**src/rtl/multicycle_control.sv**
```systemverilog
// Moore control FSM for a multicycle MIPS-style datapath: 2-5 cycles per instruction.
// No backpressure; only PCEn (and the live Op/Funct decode in DECODE/EXECUTE) depends on inputs.
module multicycle_control (
  input  logic       clk,
  input  logic       reset_n,
  input  logic [5:0] Op,
  input  logic [5:0] Funct,
  input  logic       zero,
  output logic       IorD,
  output logic       MemWrite,
  output logic       IRWrite,
  output logic       PCWrite,
  output logic       Branch,
  output logic       PCEn,
  output logic       RegDst,
  output logic       MemtoReg,
  output logic       RegWrite,
  output logic       ALUSrcA,
  output logic [1:0] ALUSrcB,
  output logic [1:0] PCSrc,
  output logic [2:0] ALUControl,
  output logic       Illegal
);

  localparam logic [5:0] OP_RTYPE = 6'b000000;
  localparam logic [5:0] OP_LW    = 6'b100011;
  localparam logic [5:0] OP_SW    = 6'b101011;
  localparam logic [5:0] OP_BEQ   = 6'b000100;
  localparam logic [5:0] OP_ADDI  = 6'b001000;
  localparam logic [5:0] OP_J     = 6'b000010;

  localparam logic [2:0] ALU_AND = 3'b000;
  localparam logic [2:0] ALU_OR  = 3'b001;
  localparam logic [2:0] ALU_ADD = 3'b010;
  localparam logic [2:0] ALU_SUB = 3'b100;
  localparam logic [2:0] ALU_MUL = 3'b101;
  localparam logic [2:0] ALU_SLT = 3'b110;

  typedef enum logic [3:0] {
    FETCH   = 4'd0,
    DECODE  = 4'd1,
    MEMADR  = 4'd2,
    MEMRD   = 4'd3,
    MEMWB   = 4'd4,
    MEMWR   = 4'd5,
    EXECUTE = 4'd6,
    ALUWB   = 4'd7,
    BRANCH  = 4'd8,
    ADDIEX  = 4'd9,
    ADDIWB  = 4'd10,
    JUMP    = 4'd11
  } state_t;

  state_t     state_q;
  state_t     state_d;
  logic       funct_ok;
  logic [2:0] funct_alu;

  always_comb begin
    funct_ok  = 1'b1;
    funct_alu = ALU_ADD;
    case (Funct)
      6'b100000: funct_alu = ALU_ADD;
      6'b100010: funct_alu = ALU_SUB;
      6'b100100: funct_alu = ALU_AND;
      6'b100101: funct_alu = ALU_OR;
      6'b101010: funct_alu = ALU_SLT;
      6'b011000: funct_alu = ALU_MUL;
      default:   funct_ok  = 1'b0;
    endcase
  end

  // Reset wins over any pending transition, so a write state never survives the edge.
  always_ff @(posedge clk) begin
    if (!reset_n) begin
      state_q <= FETCH;
    end else begin
      state_q <= state_d;
    end
  end

  always_comb begin
    state_d = FETCH;
    case (state_q)
      FETCH:   state_d = DECODE;
      DECODE: begin
        case (Op)
          OP_LW, OP_SW: state_d = MEMADR;
          OP_RTYPE:     state_d = EXECUTE;
          OP_BEQ:       state_d = BRANCH;
          OP_ADDI:      state_d = ADDIEX;
          OP_J:         state_d = JUMP;
          default:      state_d = FETCH;
        endcase
      end
      MEMADR:  state_d = (Op == OP_SW) ? MEMWR : MEMRD;
      MEMRD:   state_d = MEMWB;
      EXECUTE: state_d = funct_ok ? ALUWB : FETCH;
      ADDIEX:  state_d = ADDIWB;
      default: state_d = FETCH;
    endcase
  end

  always_comb begin
    IorD       = 1'b0;
    MemWrite   = 1'b0;
    IRWrite    = 1'b0;
    PCWrite    = 1'b0;
    Branch     = 1'b0;
    RegDst     = 1'b0;
    MemtoReg   = 1'b0;
    RegWrite   = 1'b0;
    ALUSrcA    = 1'b0;
    ALUSrcB    = 2'b00;
    PCSrc      = 2'b00;
    ALUControl = ALU_ADD;
    Illegal    = 1'b0;
    case (state_q)
      FETCH: begin
        IRWrite = 1'b1;
        ALUSrcB = 2'b01;
        PCWrite = 1'b1;
      end
      DECODE: begin
        ALUSrcB = 2'b11;
        case (Op)
          OP_RTYPE, OP_LW, OP_SW, OP_BEQ, OP_ADDI, OP_J: Illegal = 1'b0;
          default:                                       Illegal = 1'b1;
        endcase
      end
      MEMADR, ADDIEX: begin
        ALUSrcA = 1'b1;
        ALUSrcB = 2'b10;
      end
      MEMRD:   IorD = 1'b1;
      MEMWB: begin
        MemtoReg = 1'b1;
        RegWrite = 1'b1;
      end
      MEMWR: begin
        IorD     = 1'b1;
        MemWrite = 1'b1;
      end
      EXECUTE: begin
        ALUSrcA    = 1'b1;
        ALUControl = funct_alu;
        Illegal    = !funct_ok;
      end
      ALUWB: begin
        RegDst   = 1'b1;
        RegWrite = 1'b1;
      end
      BRANCH: begin
        ALUSrcA    = 1'b1;
        ALUControl = ALU_SUB;
        Branch     = 1'b1;
        PCSrc      = 2'b01;
      end
      ADDIWB:  RegWrite = 1'b1;
      JUMP: begin
        PCSrc   = 2'b10;
        PCWrite = 1'b1;
      end
      default: ;
    endcase
  end

  assign PCEn = PCWrite | (Branch & zero);

endmodule

```
**config.mk**
```make
export PLATFORM = sky130hd
export DESIGN_NAME = multicycle_control
export DESIGN_NICKNAME = d
export VERILOG_FILES = /design/src/rtl/multicycle_control.sv
export SDC_FILE = /design/constraint.sdc
export NUM_CORES = 1
export LEC_CHECK = 0
export BUFFER_PORTS_ARGS = -buffer_cell sky130_fd_sc_hd__buf_2
export CAP_MARGIN = 20
export CORE_MARGIN = 2
export CORE_UTILIZATION = 44
export DETAILED_ROUTE_END_ITERATION = 7
export PLACE_DENSITY_LB_ADDON = 0.05
export SLEW_MARGIN = 15
export SYNTH_ARGS = -nofsm -noshare
export SYNTH_HDL_FRONTEND = slang
export SYNTH_SLANG_ARGS = --single-unit
export TNS_END_PERCENT = 100
```
**constraint.sdc**
```tcl
create_clock -name clk -period 1.4 [get_ports clk]
set_input_delay 0.14 -clock clk [delete_from_list [all_inputs] [get_ports clk]]
set_output_delay 0.14 -clock clk [all_outputs]
set_load 0.05 [all_outputs]
```
==> results of run 1 <==
[through the flow]
stage | utilization | area, sq um
4_1_cts | 0.924 | 1220
3_5_place_dp | 0.784 | 1030
3_3_place_gp | 0.784 | 1030
2_1_floorplan | - | 747
[cell families after synthesis]
group / Yosys count / share of synthesized area
flip-flops: 4 / 0.127
XOR/XNOR: 3 / 0.0416
multiplexers: 1 / 0.0158
AO/OA/AOI/OAI: 26 / 0.297
buffers and inverters: 8 / 0.0871
AND/OR/NAND/NOR: 45 / 0.432
[timing repair]
| action | CTS |
|---|---|
| endpoints found under the setup margin | 17 |
| gates resized for setup | 43 |
| hold buffers | 0 |
| buffers inserted | 3 |
| pin swaps | 8 |
==> results.ini, run 1 <==
[floorplanning]
die_x_microns=41.9
num_rows=13
start_util=0.480
ios=33
die_h_microns=41.9

[synthesis]
synth_top_flop_cell=dfxtp_1
synth_edf_count=0
syn-num-nets=102
syn_area_sq_um=632
synthArstFlopShare=0
synth_top_area_frac=0.127
yosysSeqAreaShare=0.127
synth_seq_cells=4
syn_inst=87
yosys-top-cells-count=nor2_1 (8), nor3_1 (7), nand2_1 (6)
synth_area_leaders=dfxtp_1 (13%), nor3_1 (5.5%), a21o_1 (4.8%)
synth_top_cell_by_area=dfxtp_1
synth.avg_cell_area_sq_um=7.26
synth_most_common_cell=nor2_1
synthDistinctLibCells=41
yosys_warnings=0

[clock_tree]
cts_max_level=1
cts_root_buffer=clkbuf_4
numClockSinks=4
clock_path_buffers=2
numCtsBuffers=3

[placed_design]
dpl.hpwl_mm=1.58
port_buffers=32
gp_congestion=0.833
post-place-ws_ns=-0.0521
placed_cells=150

[timing]
worst_endpoint_kind=primary output
worst_endpoint=PCEn

[global_routing]
grt_max_degree=7

[outcome]
stop_error=[ERROR DPL-0038] Utilization greater than 100%, impossible to legalize
lastStage=global routing (5_1_grt)
status=stopped before the end

==> inputs of run 2 (changes only) <==
CORE_AREA = 2 2 63 65   (was not set)
CORE_MARGIN = not set   (was 2)
CORE_UTILIZATION = not set   (was 44)
DIE_AREA = 0 0 65 67   (was not set)
PLACE_DENSITY_LB_ADDON = 0.15   (was 0.05)
==> run 2 against run 1 <==
Net effect:
- the flow now finishes, with violations (negative setup slack)
- synthesized cell count unchanged
- area after synthesis did not move
==> results.ini, run 2 <==
[cells_and_area]
layout.nets=162
fillerInstances=390
layout-drive-gt1-share=0.683
multiInputGateArea_sq_um=674
top_register=state_q
utilization=0.386
reg_top3=state_q: 4 flops
final_common_cell=buf_4
regArea_sq_um=95.1
final_cell_mix=buf_4 (23), buf_2 (18), buf_6 (13)
largest_reg_flops=4
syn_to_final_growth_pct=120
diodes=0
final_cell_area_sq_um=1390

[routing]
wl_mm=2.28
drt_iter0_drc=17
drt_pre_antenna_iters=4
postRouteAntennaNets=0
drc=0
routed_via_density=4.65
num_vias=897
detail_route.wl_per_cell_microns=11.8

[worst_setup_path]
worstPathMaxFanout=6
path_buf_inv=2
r2r_slack_ns=0.15
arrival_ns=1.39
crit_family=simple AND/OR/NAND/NOR gates
worst_r2r_path_depth=6
path_cells=buf_8, nand2_4, nor2_2, or2_4, a21o_4, buf_8
max_stage_delay_ns=0.35
r2r_start=state_q[1]
start_kind=register
r2r_end=state_q[1]
endpoint_kind=primary output
cp_slowest_cell=dfxtp_4
crit_top_cell=buf_8
cp.required_ns=1.26
path_class=register to primary output

[clock_tree]
clock_path_buffers=2  ; unchanged
cts_root_buffer=clkbuf_8
cts_max_level=1  ; unchanged
hold_buffers=0  ; unchanged
cts_tree=done
numClockSinks=4  ; unchanged
insertion_delay_ns=0.22
numCtsBuffers=3  ; unchanged
cts.reportedPaths.clkPinSlew_ns=0.03

[placed_design]
gp_congestion=0.774  ; -7.1%
dpl.hpwl_mm=1.82  ; +15%
placed_area_sq_um=1100  ; +6.2%
port_buffers=32  ; unchanged
post-place-ws_ns=-0.0939  ; -0.0417 ns

[synthesis]
synth.avg_cell_area_sq_um=7.26  ; unchanged
synth_top_area_frac=0.127  ; unchanged
yosys-top-cells-count=nor2_1 (8), nor3_1 (7), nand2_1 (6)
syn_inst=87  ; unchanged
synthArstFlopShare=0  ; unchanged
yosysSeqAreaShare=0.127  ; unchanged
syn_area_sq_um=632  ; unchanged
synth_top_cell_by_area=dfxtp_1
syn-num-nets=102  ; unchanged
yosys_warnings=0  ; unchanged
synth_top_flop_cell=dfxtp_1
synth_seq_cells=4  ; unchanged
synth_edf_count=0  ; unchanged
synthDistinctLibCells=41  ; unchanged
synth_most_common_cell=nor2_1
synth_area_leaders=dfxtp_1 (13%), nor3_1 (5.5%), a21o_1 (4.8%)

[timing]
skew_ns=0.00322
relSlewSlack=0.757
rsz0062_at_grt=yes
slew_viol_final=0
setup_tns_ns=-0.862
fin_crit_sh=1.09
setup_viol=13
fmax_mhz=653
setup_slack_ns=-0.132
hold_violations=0
fin_crit_ns=1.53
worstMarginPinSlew_ns=0.361

[pwr]
power.density_nw_per_um2=489
finalPower_uw=681
ir_drop_v=0.000295
p_leak_nw=0.628

[global_routing]
grt_overflow=0
grt_pass1_wl_mm=3.72
track_usage=0.110
antenna_found_initial=0
grt_pass1_vias=880
grt_max_degree=9

[outcome]
status=complete, but fails checks
violations=negative setup slack

[floorplanning]
coreArea_sq_um=3610
die_area_sq_um=4360
start_util=0.175  ; -0.304
num_rows=22  ; +9
die_h_microns=67  ; +60%
ios=33  ; unchanged
die_x_microns=65  ; +55%

[worst_hold_path]
min_from=reset_n
whs_endpoint=state_q[3]
worstHoldPathCells=3
hold_path.class=input pin to register

[run]
cap_violations=0

run 2: cell counts after synthesis:
Identical to the previous run, type by type.
run 2: worst max-delay path by stage:
stage               start             to  slack, ns  cells after the start
3_3_place_gp        Op[1]        Illegal      -0.07                      5
3_5_place_dp   state_q[2]           PCEn      -0.09                      5
4_1_cts        state_q[2]           PCEn      -0.13                      5
2_1_floorplan  state_q[3]           PCEn      -0.40                      4
5_1_grt        state_q[0]  ALUControl[1]      -0.17                      5
6_report       state_q[0]           PCEn      -0.13                      6
run 2: report_power, final:
group / total (mW) / internal (mW) / switching, mW
registers: 0.119 / 0.114 / 0.00574
logic: 0.316 / 0.142 / 0.173
clock network: 0.246 / 0.183 / 0.0623
total: 0.681 / 0.439 / 0.241
run 2: metrics by stage:
stage	hold slack [ns]	std cells
after floorplan	0.256	87
after global placement	0.429	186
after detailed placement	0.419	186
after CTS	0.180	189
after global routing	0.190	193
final	0.183	193
run 2: kinds of logic after synthesis:
family                 count (synthesis)  synth area share
AO/OA/AOI/OAI                         26             0.297
XOR/XNOR                               3            0.0416
buffers and inverters                  8            0.0871
flip-flops                             4             0.127
multiplexers                           1            0.0158
AND/OR/NAND/NOR                       45             0.432
run 2: layer usage:
metal | routed length (microns) | global-route usage | vias to the layer above
li1 | - | - | 448
met1 | 954 | 0.126 | 427
met2 | 1210 | 0.204 | 19
met3 | 97 | 0.0304 | 3
met4 | 16 | 0.0239 | 0
met5 | 0 | 0 | -
run 2: layout make-up:
| type | count | area share |
|---|---|---|
| Timing Repair Buffer | 61 | 0.369 |
| Tap cell | 48 | 0.0431 |
| Inverter | 2 | 0.00539 |
| Multi-Input combinational cell | 75 | 0.484 |
| Sequential cell | 4 | 0.0683 |
| Clock buffer | 3 | 0.0296 |
run 2: worst min-delay path: stages:
cell	delay [ns]
buf_2	0.13
nand2_1	0.06
a21oi_1	0.03
run 2: repair_timing:
item                                    CTS  global route
setup buffers                             0             5
endpoints found under the setup margin   18            18
gates resized for setup                  51            16
pin swaps                                 6            12
(Power assumes the default switching activity.)
